$ cat config.mk
export PLATFORM = sky130hd
export DESIGN_NAME = lock_entry_sequencer
export DESIGN_NICKNAME = d
export VERILOG_FILES = /design/src/rtl/lock_entry_sequencer.sv
export SDC_FILE = /design/constraint.sdc
export NUM_CORES = 1
export LEC_CHECK = 0
export BUFFER_PORTS_ARGS = -buffer_cell sky130_fd_sc_hd__buf_2
export CAP_MARGIN = 0
export CELL_PAD_IN_SITES_DETAIL_PLACEMENT = 0
export CELL_PAD_IN_SITES_GLOBAL_PLACEMENT = 1
export CORE_UTILIZATION = 50
export CTS_CLUSTER_DIAMETER = 80
export DETAILED_ROUTE_END_ITERATION = 10
export PLACE_DENSITY = 0.93
export SKIP_LAST_GASP = 1
export SYNTH_ARGS = -nofsm -noshare
export SYNTH_HDL_FRONTEND = slang
export SYNTH_SLANG_ARGS = --single-unit
export TNS_END_PERCENT = 20
$ cat constraint.sdc
create_clock -name clk -period 4.03 [get_ports clk]
set_input_delay 0 -clock clk [delete_from_list [all_inputs] [get_ports clk]]
set_output_delay 0 -clock clk [all_outputs]
set_load 0.01 [all_outputs]
$ cat src/rtl/lock_entry_sequencer.sv
// Entry sequencer for the 4-bit digital lock. It collects a code from two pushbuttons, issues the attempt, and relocks the lock or clears a lockout.
// Optional macro DEBOUNCE_EN adds a stability filter of DEBOUNCE_CYC cycles on each synchronized button.
`timescale 1ns/1ps

module lock_entry_sequencer #(
    parameter int unsigned ENTRY_TIMEOUT = 1000,
    parameter int unsigned UNLOCK_HOLD   = 500,
    parameter int unsigned COOLDOWN_CYC  = 2000
`ifdef DEBOUNCE_EN
    ,
    parameter int unsigned DEBOUNCE_CYC  = 4
`endif
) (
    input  logic       clk,
    input  logic       reset,
    input  logic       btn0_raw,
    input  logic       btn1_raw,
    input  logic       btn_clr,
    input  logic       unlock_led,
    input  logic       lockout_led,
    output logic       enter,
    output logic [3:0] code_out,
    output logic       admin_reset,
    output logic [2:0] digit_cnt,
    output logic       busy
);

    localparam int unsigned MAX_AB  = (ENTRY_TIMEOUT > UNLOCK_HOLD) ? ENTRY_TIMEOUT : UNLOCK_HOLD;
    localparam int unsigned MAX_CYC = (MAX_AB > COOLDOWN_CYC) ? MAX_AB : COOLDOWN_CYC;
    localparam int unsigned CNT_W   = $clog2(MAX_CYC + 1);

    typedef enum logic [2:0] {
        S_COLLECT,
        S_ISSUE,
        S_WAIT,
        S_UNLOCKED,
        S_COOLDOWN,
        S_RELOCK
    } state_t;

    state_t             state;
    logic [2:0]         shift_reg;
    logic [CNT_W-1:0]   cnt;

    logic [1:0]         sync1;
    logic [1:0]         sync2;
    logic [1:0]         btn_s;
    logic [1:0]         btn_prev;
    logic [1:0]         press_c;
    logic               one_press_c;
    logic               both_press_c;

    // Two-flop synchronizer, bit 1 = btn1, bit 0 = btn0
    always_ff @(posedge clk or posedge reset) begin
        if (reset) begin
            sync1 <= 2'b00;
            sync2 <= 2'b00;
        end else begin
            sync1 <= {btn1_raw, btn0_raw};
            sync2 <= sync1;
        end
    end

`ifdef DEBOUNCE_EN
    localparam int unsigned DB_W = (DEBOUNCE_CYC > 1) ? $clog2(DEBOUNCE_CYC) : 1;

    logic [DB_W-1:0] db_cnt [2];
    logic [1:0]      db_level;

    // A level change is accepted only after DEBOUNCE_CYC consecutive disagreeing samples
    always_ff @(posedge clk or posedge reset) begin
        if (reset) begin
            db_cnt[0] <= '0;
            db_cnt[1] <= '0;
            db_level  <= 2'b00;
        end else begin
            for (int i = 0; i < 2; i++) begin
                if (sync2[i] == db_level[i]) begin
                    db_cnt[i] <= '0;
                end else if (db_cnt[i] == DB_W'(DEBOUNCE_CYC - 1)) begin
                    db_level[i] <= sync2[i];
                    db_cnt[i]   <= '0;
                end else begin
                    db_cnt[i] <= db_cnt[i] + DB_W'(1);
                end
            end
        end
    end

    assign btn_s = db_level;
`else
    assign btn_s = sync2;
`endif

    // Edge history runs in every state so a button held across busy is never counted
    always_ff @(posedge clk or posedge reset) begin
        if (reset) begin
            btn_prev <= 2'b00;
        end else begin
            btn_prev <= btn_s;
        end
    end

    assign press_c      = btn_s & ~btn_prev;
    assign one_press_c  = ^press_c;
    assign both_press_c = &press_c;

    // Main sequencer; the fourth digit goes straight to code_out, so only three are stored
    always_ff @(posedge clk or posedge reset) begin
        if (reset) begin
            state       <= S_COLLECT;
            shift_reg   <= 3'b000;
            cnt         <= '0;
            enter       <= 1'b0;
            code_out    <= 4'b0000;
            admin_reset <= 1'b0;
            digit_cnt   <= 3'd0;
            busy        <= 1'b0;
        end else begin
            enter       <= 1'b0;
            admin_reset <= 1'b0;
            case (state)
                S_COLLECT: begin
                    if (btn_clr || both_press_c) begin
                        shift_reg <= 3'b000;
                        digit_cnt <= 3'd0;
                        cnt       <= '0;
                    end else if (one_press_c) begin
                        cnt       <= '0;
                        shift_reg <= {shift_reg[1:0], press_c[1]};
                        if (digit_cnt == 3'd3) begin
                            digit_cnt <= 3'd4;
                            code_out  <= {shift_reg, press_c[1]};
                            enter     <= 1'b1;
                            busy      <= 1'b1;
                            state     <= S_ISSUE;
                        end else begin
                            digit_cnt <= digit_cnt + 3'd1;
                        end
                    end else if (digit_cnt != 3'd0) begin
                        if (cnt >= CNT_W'(ENTRY_TIMEOUT - 1)) begin
                            shift_reg <= 3'b000;
                            digit_cnt <= 3'd0;
                            cnt       <= '0;
                        end else begin
                            cnt <= cnt + CNT_W'(1);
                        end
                    end
                end

                S_ISSUE: begin
                    state <= S_WAIT;
                end

                // Lock status is valid in this cycle; lockout outranks unlock
                S_WAIT: begin
                    shift_reg <= 3'b000;
                    digit_cnt <= 3'd0;
                    code_out  <= 4'b0000;
                    cnt       <= '0;
                    if (lockout_led) begin
                        state <= S_COOLDOWN;
                    end else if (unlock_led) begin
                        state <= S_UNLOCKED;
                    end else begin
                        state <= S_COLLECT;
                        busy  <= 1'b0;
                    end
                end

                S_UNLOCKED: begin
                    if (btn_clr || (cnt == CNT_W'(UNLOCK_HOLD - 1))) begin
                        cnt   <= '0;
                        state <= S_RELOCK;
                    end else begin
                        cnt <= cnt + CNT_W'(1);
                    end
                end

                S_COOLDOWN: begin
                    if (cnt == CNT_W'(COOLDOWN_CYC - 1)) begin
                        cnt   <= '0;
                        state <= S_RELOCK;
                    end else begin
                        cnt <= cnt + CNT_W'(1);
                    end
                end

                // The strobe register lags the state by one cycle, so it fires as COLLECT resumes
                S_RELOCK: begin
                    admin_reset <= 1'b1;
                    busy        <= 1'b0;
                    state       <= S_COLLECT;
                end

                default: begin
                    busy  <= 1'b0;
                    state <= S_COLLECT;
                end
            endcase
        end
    end

endmodule
==> results.py, run 1 <==
metrics = {
    "layout": {
        "n_antenna_cell": 0,
        "syn_to_final_growth_pct": 11.5,
        "num-nets-final": 203,
        "drive_gt1_frac": 0.236,
        "instances_no_fill": 237,
        "fillCellCount": 298,
        "regMostFlops": "cnt",
        "fin_util": 0.588,
        "largest_reg_flops": 11,
        "reg.largest.list": "cnt x11, code_out x4",
    },
    "power": {
        "power.leakage_nw": 0.945,
        "p_int_uw": 582,
        "ir_drop_mv": 0.214,
        "powerDensity_mw_per_mm2": 486,
        "power_frac_seq": 0.444,
        "swShare": 0.399,
        "clkPwrFrac": 0.192,
        "combPwrFrac": 0.364,
        "power_switching_uw": 387,
    },
    "floorplanning": {
        "rows": 21,
        "fp.dieH_um": 61.8,
        "die_area_mm2": 0.00382,
        "core_area_mm2": 0.00339,
        "io_pins": 17,
        "die-width_um": 61.8,
        "start_util": 0.528,
    },
    "grt": {
        "grt_usage": 0.214,
        "antenna_found_initial": 0,
        "grt_start_max_net_pins": 34,
        "grt_pass1_vias": 1290,
        "gr-total-overflow": 0,
        "grt_pass1_wl_um": 5800,
    },
    "timing": {
        "max-slew-margin-rel": 0.256,
        "fin_tns_setup_ns": 0,
        "finalSetupViolCount": 0,
        "worst_slew_pin_slew_ns": 1.11,
        "clock_skew_ns": 0.0111,
        "min_period_ns": 2.53,
        "hold_slack_ns": 0.0245,
        "fmaxAchievable_mhz": 395,
        "drv_slew": 0,
        "finalHoldViolCount": 0,
        "fin_crit_sh": 0.628,
        "rsz0062_at_grt": "false",
    },
    "clocking": {
        "cts_resized": 0,
        "insertion_delay_ns": 0.35,
        "htree_num_levels": 2,
        "clockBufferDepth": 2,
        "path_clk_slew_ns": 0.11,
        "post_cts_buffers": 0,
        "cts_sinks": 33,
        "root_buffer": "clkbuf_4",
        "cts_tree": "built",
        "cts_buffers": 5,
    },
    "routing": {
        "vias_per_cell": 5.79,
        "num_vias": 1372,
        "drt_iter0_markers": 116,
        "drt_first_pass_iters": 4,
        "antenna_left": 0,
        "routedWlPerCell_um": 15.2,
        "drt-total-wl_um": 3600,
        "drcViolationCount": 0,
    },
    "worst_setup_path": {
        "crit_path_max_fanout": 16,
        "worstPathRequired_ns": 4.26,
        "worst_ep_arrival_time_ns": 2.76,
        "crit_path_start_kind": "register",
        "endpoint_kind": "register",
        "crit_type": "register to register",
    },
    "synthesis": {
        "synth.net_count": 181,
        "ys_ff_latch": 33,
        "ys_warn_count": 0,
        "yosysSeqAreaShare": 0.462,
        "synthCells": 168,
        "synthesis.area_mm2": 0.00179,
        "avgSynthCellArea_um2": 10.7,
        "synth_cell_types": 49,
    },
    "job": {
        "drv_cap": 0,
    },
    "placement": {
        "place_inst": 225,
        "numPortBuffers": 16,
        "hpwlAfterDp_um": 2530,
        "place.gp.congestion": 0.772,
    },
    "min_path": {
        "hold_path.class": "input port to register",
    },
    "run_status": {
        "status": "finished clean",
    },
}
## worst max-delay path: stages, from the launching register on
cell,delay (ns)
dfrtp_1,0.38
nor2b_1,0.22
ha_1,0.32
nor4b_1,0.18
a31oi_1,0.85
and2_1,0.38
nor3_1,0.09
## synth_stat cells, drive strengths merged
| cell | instances | area [um2] |
|---|---|---|
| a21oi | 6 | 30.0 |
| nand4 | 1 | 6.26 |
| ha | 6 | 75.1 |
| o211ai | 1 | 7.51 |
| nor2 | 14 | 52.6 |
| or3b | 1 | 8.76 |
| a31oi | 5 | 46.3 |
| and3b | 2 | 20.0 |
| o2bb2ai | 1 | 8.76 |
| or2b | 2 | 17.5 |
| a31o | 1 | 8.76 |
| nand3 | 6 | 30.0 |
| a21o | 1 | 7.51 |
| o311ai | 1 | 26.3 |
| buf | 3 | 23.8 |
| o21ai | 11 | 55.1 |
| nand2 | 7 | 26.3 |
| nor3b | 2 | 15.0 |
| nand3b | 1 | 7.51 |
| a32o | 1 | 10.0 |
| nor2b | 5 | 31.3 |
| inv | 7 | 26.3 |
| nor4 | 1 | 6.26 |
| and2b | 2 | 17.5 |
| o31a | 1 | 8.76 |
| o32a | 1 | 10.0 |
| or4 | 1 | 7.51 |
| or2 | 2 | 12.5 |
| and2 | 3 | 18.8 |
| a311oi | 2 | 52.6 |
| nor3 | 6 | 30.0 |
| o21bai | 1 | 7.51 |
| and4 | 2 | 18.8 |
| and3 | 7 | 47.5 |
| nand2b | 1 | 6.26 |
| nor4b | 1 | 8.76 |
| a22o | 10 | 87.6 |
| mux2 | 2 | 22.5 |
| dfrtp | 33 | 826 |
| or4b | 1 | 13.8 |
| clkbuf | 3 | 11.3 |
| mux2i | 1 | 10.0 |
| and4bb | 2 | 25.0 |
## area by class of cell
cell class	count	area [um2]	area share
clock buffers	5	37.5	0.0188
clock inverters	3	17.5	0.00878
inverters	7	26.3	0.0132
multi-input cells	122	902	0.452
flip-flops and latches	33	826	0.414
well taps	46	57.6	0.0289
repair buffers	21	128	0.0640
## timing repair
action	in CTS	in global routing
hold endpoints to repair	36	0
endpoints found under the setup margin	0	0
hold buffers	4	0
## cells by family after synthesis
family | share of synthesized area
AND/OR/NAND/NOR | 0.239
AO/OA/AOI/OAI | 0.205
flip-flops | 0.462
buffers and inverters | 0.0343
adder cells (fa/ha/maj) | 0.0420
multiplexers | 0.0182
## routing by layer
layer | routed length (um) | share of wire | vias to the layer above | GRT usage
met5 | 0 | 0 | - | 0
met4 | 94 | 0.026 | 0 | 0.102
met3 | 145 | 0.040 | 8 | 0.0683
met2 | 1690 | 0.47 | 35 | 0.347
met1 | 1670 | 0.46 | 667 | 0.260
li1 | - | - | 662 | -
## power by group through the flow
stage                     Combinational [mW]  Clock (mW)  Sequential, mW
after floorplan                        0.293           0           0.411
after global placement                 0.333           0           0.432
after detailed placement               0.348           0           0.436
after CTS                              0.353       0.192           0.429
after global routing                   0.400       0.210           0.440
final                                  0.352       0.186           0.431
## cell usage in the layout (no fill, tap or decap), drive strengths merged, types with 2 or more instances in the layout
master       count
and4             2
or2              2
ha               6
a311oi           2
and3b            2
nor3b            2
clkbuf           5
and3             7
and2             3
or2b             2
a22o            10
a31oi            5
nand3            6
and4bb           2
mux2             2
o21ai           11
nor3             6
a21oi            6
inv              7
nand2            7
and2b            2
buf             17
dfrtp           33
nor2            14
dlygate4sd3      4
nor2b            5
clkinv           2
## final timing paths
path / endpoint / start / slack, ns / cells after the start
max: cnt[5] / btn_prev[1] / 1.50 / 6
min: state[2] / lockout_led / 0.02 / 3
max reg2reg: cnt[5] / btn_prev[1] / 1.50 / 6
min reg2reg: btn_s[0] / sync1[0] / 0.36 / 0
max in group asynchronous: cnt[3] / reset / 3.46 / 4
min in group asynchronous: shift_reg[0] / reset / 0.27 / 4
## through the flow
stage                     setup slack [ns]  cell area (um2)  power, mW
after floorplan                       1.79             1790      0.704
after global placement                1.63             1900      0.764
after detailed placement              1.49             1900      0.784
after CTS                             1.47             1990      0.974
after global routing                  1.21             1990       1.05
final                                 1.50             1990      0.969
No activity file was read; power rests on OpenSTA's default activity.
==> run 2, diff against run 1 <==
- ABC_AREA: not set -> 1
- CORE_UTILIZATION: 50 -> 43
- PLACE_DENSITY: 0.93 -> 0.87
- clock period: 4.03 -> 2.4 ns (I/O delays scaled with it)
==> run 2 against run 1 <==
Effect of this change:
- worst hold slack better by 0.018 ns
- via count up 18%
- die area up 24%
- cell area up 8.8%
- largest cell class unchanged
- highest routed layer unchanged
==> results.py, run 2 <==
metrics = {
    "routing": {
        "drcViolationCount": 0,
        "dr_wl_met2_um": 1790,
        "drt-total-wl_um": 4030,
        "vias_per_cell": 4.98,
        "drt_first_pass_iters": 4,
        "routedWlPerCell_um": 12.4,
        "wl_met1_um": 1970,
        "num_vias": 1619,
        "met3_length_um": 215,
        "top_layer": "met4",
        "drt_iter0_markers": 131,
        "antenna_left": 0,
    },
    "timing": {
        "min_period_ns": 1.93,
        "finalSetupViolCount": 0,
        "fin_crit_sh": 0.803,
        "worst_slew_pin_slew_ns": 0.668,
        "max-slew-margin-rel": 0.554,
        "clock_skew_ns": 0.00280,
        "fmaxAchievable_mhz": 519,
        "finalHoldViolCount": 0,
        "rsz0062_at_grt": "false",
        "drv_slew": 0,
        "fin_tns_setup_ns": 0,
    },
    "floorplanning": {
        "io_pins": 17,
        "rows": 23,
        "die-width_um": 68.7,
        "die_area_mm2": 0.00472,
        "core_area_mm2": 0.00414,
        "fp.dieH_um": 68.7,
        "start_util": 0.462,
    },
    "grt": {
        "grt_pass1_wl_um": 6820,
        "grt_pass1_vias": 1489,
        "antenna_found_initial": 0,
        "gr-total-overflow": 0,
        "grt_usage": 0.203,
        "grt_start_max_net_pins": 18,
    },
    "clocking": {
        "cts_buffers": 5,
        "root_buffer": "clkbuf_8",
        "clockBufferDepth": 2,
        "insertion_delay_ns": 0.29,
        "path_clk_slew_ns": 0.07,
        "cts_tree": "built",
        "cts_sinks": 33,
        "post_cts_buffers": 0,
        "htree_num_levels": 2,
    },
    "power": {
        "ir_drop_mv": 0.450,
        "powerDensity_mw_per_mm2": 860,
        "power.leakage_nw": 1.15,
    },
    "synthesis": {
        "synth_edf_count": 0,
        "synth_cell_types": 25,
        "synth.net_count": 261,
        "synthTopCellsByArea": "dfrtp_1, nand2_1, inv_1",
        "synth_commonest_cells": "nand2_1, inv_1, dfrtp_1",
        "yosysSeqAreaShare": 0.431,
        "synth_top_area_cell": "dfrtp_1",
        "ys_warn_count": 0,
        "synth-async-reset-ratio": 1.00,
        "synthCells": 248,
        "synth_top_area_frac": 0.431,
        "yosysMostFrequentCell": "nand2_1",
        "avgSynthCellArea_um2": 7.72,
        "synth_ff_type": "dfrtp_1",
        "synthesis.area_mm2": 0.00191,
        "ys_ff_latch": 33,
    },
    "worst_setup_path": {
        "crit_chain": "inv_1, nor2_1, inv_1, ha_1, nand2_2, nor2_2, nand2_1, nor2_1, nand3_1, nand2_2, nand2_1, o21ai_1",
        "slowest_stage": "ha_1",
        "crit_start": "btn_s[0]",
        "worst_ep_arrival_time_ns": 2.14,
        "endpoint_kind": "register",
        "endpoint": "shift_reg[1]",
        "crit_path_max_incr_delay_ns": 0.39,
        "reg2reg_slack_ns": 0.47,
        "worstPathRequired_ns": 2.61,
        "crit_type": "register to register",
        "r2r-end": "shift_reg[1]",
        "crit_path_max_fanout": 12,
        "crit_path_start_kind": "register",
        "reg2reg_from": "btn_s[0]",
        "r2r_cells": 12,
    },
    "layout": {
        "fin_util": 0.524,
        "syn_to_final_growth_pct": 13.3,
        "n_antenna_cell": 0,
        "num-nets-final": 287,
        "drive_gt1_frac": 0.182,
        "layout_commonest_cell": "nand2_1",
        "final_cell_mix": "nand2_1, inv_1, dfrtp_1, nor2_1, nand3_1",
        "regMostFlops": "cnt",
        "largest_reg_flops": 11,
        "reg.largest.list": "cnt x11, code_out x4",
    },
    "run_status": {
        "status": "finished clean",
    },
    "placement": {
        "numPortBuffers": 16,
        "hpwlAfterDp_um": 3010,
        "place.gp.congestion": 0.820,
    },
    "min_path": {
        "hold_path.class": "input port to register",
    },
    "job": {
        "drv_cap": 0,
    },
}
run 2: cell types whose count changed in the layout (fill, tap and decap cells not counted), moves of 7 or more:
cell and delta:
o21ai_0 -8, nand4_1 +9, nand3_1 +14, nand2_2 +7, nor2_1 +7, inv_1 +29
nand2_1 +64, a22o_1 -8
run 2: repair_timing:
action	in CTS	in global routing
gates resized for setup	0	0
hold endpoints to repair	18	0
endpoints found under the setup margin	0	0
hold buffers	3	0
run 2: worst min-delay path by stage:
stage,start,end,depth (start not counted)
floorplan,btn0_raw,sync1[0],0
global placement,reset,shift_reg[0],2
detailed placement,btn1_raw,sync1[1],1
CTS,lockout_led,state[1],4
global route,lockout_led,state[2],3
finish,lockout_led,state[1],4
run 2: logic make-up after synthesis:
logic type               count (synthesis)  synth area share
AND/OR/NAND/NOR                        151             0.384
buffers and inverters                   41            0.0843
flip-flops                              33             0.431
AO/OA/AOI/OAI                           15            0.0516
adder cells (fa/ha/maj)                  6            0.0392
XOR/XNOR                                 2           0.00915
run 2: critical path: cells and delay by family, from the launching register on:
family | cells | cell delay, ns
compound gates | 1 | 0.09
fa+ha+maj | 1 | 0.39
buf+inv | 2 | 0.10
flops | 1 | 0.34
simple gates | 8 | 0.93
run 2: report_power, final:
part           internal, mW  switching (mW)
clock network         0.200           0.220
registers             0.629          0.0758
logic                 0.221           0.520
total                  1.05           0.816
run 2: cell type report:
class	instances	area, um2
clock buffer	5	68.8
clock inverter	3	17.5
fill	425	1970
inverter	40	150
multi-input combinational	174	927
sequential	33	826
tap	50	62.6
timing repair buffer	20	118
run 2: routing by layer:
layer / vias to the layer above / global-route usage
li1: 842 / -
met1: 724 / 0.262
met2: 47 / 0.306
met3: 6 / 0.0691
met4: 0 / 0.0867
met5: - / 0
run 2: through the flow:
step	cell area (um2)	total power [mW]	instances	setup WS [ns]	hold WS (ns)
finish	2170	1.87	325	0.473	0.0427
global route	2170	2.02	325	0.264	0.0736
CTS	2170	1.88	325	0.451	0.0368
detailed placement	2050	1.46	314	0.470	0.110
global placement	2050	1.46	314	0.509	0.106
floorplan	1910	1.29	248	0.739	0.0314
==> run 3, diff against run 2 <==
- clock period: 2.4 -> 1.9 ns (I/O delays scaled with it)
==> run 3 against run 2 <==
Effect of this change:
- worst setup slack got worse by 0.34 ns
- cell area rose by 5.2%
- routed wire length barely moved
- clock-buffer cell count did not move
- power rose by 39%
- register-to-register slack got worse by 0.34 ns
- core utilization rose by 2.7 points
- worst hold slack got worse by 0.010 ns
- sequential power rose by 26%
- sequential share of layout area fell by 1.9 points
- fmax rose by 9.2%
- via count fell by 0.86%
- highest routed layer unchanged
==> results.py, run 3 (same netlist as run 2, synthesis figures left out) <==
metrics = {
    "power": {
        "ir_drop_mv": 0.706,
        "powerDensity_mw_per_mm2": 1140,
        "total_power_mw": 2.60,
        "power.leakage_nw": 1.18,
    },
    "timing": {
        "drv_slew": 0,
        "hold_slack_ns": 0.0323,
        "min_period_ns": 1.76,
        "finalSetupViolCount": 0,
        "worst_slew_pin_slew_ns": 0.412,
        "finalHoldViolCount": 0,
        "fmaxAchievable_mhz": 567,
        "fin_ws_ns": 0.135,
        "fin_crit_sh": 0.929,
        "fin_tns_setup_ns": 0,
        "max-slew-margin-rel": 0.725,
        "clock_skew_ns": 0.00587,
    },
    "routing": {
        "routedWlPerCell_um": 12.3,
        "vias_per_cell": 4.88,
        "drt-total-wl_um": 4030,
        "wl_met1_um": 1980,
        "dr_wl_met2_um": 1870,
        "antenna_left": 0,
        "met3_length_um": 127,
        "drt_iter0_markers": 88,
        "drcViolationCount": 0,
        "num_vias": 1605,
        "top_layer": "met4",
        "drt_first_pass_iters": 4,
    },
    "worst_setup_path": {
        "crit_path_start_kind": "register",
        "worstPathRequired_ns": 2.13,
        "crit_type": "register to register",
        "endpoint_kind": "register",
        "crit_path_max_fanout": 5,
        "crit_path_max_incr_delay_ns": 0.34,
        "crit_buf_inv": 2,
        "cp_common_cell": "nor2_2",
        "crit_family": "simple AND/OR/NAND/NOR gates",
        "slowest_stage": "dfrtp_1",
        "worst_ep_arrival_time_ns": 2.00,
        "crit_chain": "inv_1, nor2_2, inv_2, ha_4, nand2_2, nor2_2, nand2_1, nor2_2, nand3_2, nand2_4, nand3b_1, nand2_1",
    },
    "clocking": {
        "clockBufferDepth": 2,
        "cts_sinks": 33,
        "insertion_delay_ns": 0.29,
        "path_clk_slew_ns": 0.07,
        "root_buffer": "clkbuf_8",
        "cts_buffers": 5,
        "cts_tree": "built",
        "htree_num_levels": 2,
    },
    "run_status": {
        "status": "finished clean",
    },
    "layout": {
        "fillCellCount": 407,
        "fin_area_mm2": 0.00228,
        "syn_to_final_growth_pct": 19.2,
        "drive_gt1_frac": 0.229,
        "regMostFlops": "cnt",
        "largest_reg_flops": 11,
        "n_antenna_cell": 0,
        "num-nets-final": 291,
        "final_cell_mix": "nand2_1, inv_1, dfrtp_1, nor2_1, nand3_1",
        "reg.largest.list": "cnt x11, code_out x4",
        "layout_commonest_cell": "nand2_1",
    },
    "grt": {
        "grt_pass1_vias": 1524,
        "antenna_found_initial": 0,
        "grt_usage": 0.200,
        "gr-total-overflow": 0,
        "grt_pass1_wl_um": 6820,
        "grt_start_max_net_pins": 34,
    },
    "floorplanning": {
        "io_pins": 17,
        "rows": 23,
        "start_util": 0.462,
        "core_area_mm2": 0.00414,
        "die_area_mm2": 0.00472,
        "die-width_um": 68.7,
        "fp.dieH_um": 68.7,
    },
    "placement": {
        "placed_area_mm2": 0.00207,
        "hpwlAfterDp_um": 2990,
        "place.gp.congestion": 0.787,
        "place_ws_ns": 0.00750,
        "numPortBuffers": 16,
    },
    "min_path": {
        "hold_path.class": "input port to register",
    },
    "job": {
        "drv_cap": 0,
    },
}
-- run 3: cell count changes in the layout (fill, tap and decap cells not counted), sizes merged --
| cell | previous run | this run |
|---|---|---|
| buf | 17 | 20 |
| clkinv | 2 | 1 |
| nand2 | 80 | 81 |
| bufinv | 0 | 1 |
-- run 3: worst register-to-register path, delay by kind of cell, from the launching register on --
kind | cells | cell delay (ns)
simple gates | 9 | 0.96
flops | 1 | 0.34
fa+ha+maj | 1 | 0.28
buf+inv | 2 | 0.11
-- run 3: metrics by stage --
stage / cells / utilization
floorplan: 248 / -
CTS: 327 / 0.535
finish: 329 / 0.551
detailed placement: 316 / 0.499
global route: 329 / 0.551
global placement: 316 / 0.499
-- run 3: path summary, 6_finish.rpt --
path	slack, ns	endpoint	start	depth (start not counted)
setup / recovery	0.14	cnt[7]	btn_s[0]	12
min in group asynchronous	0.34	sync1[0]	reset	4
max in group asynchronous	1.26	cnt[6]	reset	4
hold reg to reg	0.35	btn_s[0]	sync1[0]	0
hold / removal	0.03	state[1]	lockout_led	4
setup reg to reg	0.14	cnt[7]	btn_s[0]	12
-- run 3: report_power, final --
part           total [mW]  internal [mW]  switching [mW]  leakage [nW]
Clock               0.675          0.392           0.283        0.0543
Sequential          0.890          0.795          0.0953         0.441
Combinational        1.04          0.323           0.712         0.688
Total                2.60           1.51            1.09          1.18
-- run 3: area by class of cell --
class                   instances  area [um2]  share of cell area
inverters                      40         150              0.0658
repair buffers                 23         140              0.0614
clock inverters                 3        46.3              0.0203
flip-flops and latches         33         826               0.362
clock buffers                   5        68.8              0.0302
well taps                      50        62.6              0.0274
multi-input cells             175         988               0.433
-- run 3: per-layer routing --
layer | up-vias | track usage
li1 | 849 | -
met1 | 722 | 0.265
met2 | 27 | 0.321
met3 | 7 | 0.0444
met4 | 0 | 0.0689
met5 | - | 0
-- run 3: repair_timing --
action,4_1_cts,5_1_grt
pin swaps,0,7
setup endpoints to repair,6,16
hold buffers,3,0
endpoints found under the hold margin,35,0
resized for setup,1,13
setup buffers,0,1
gates cloned,0,1
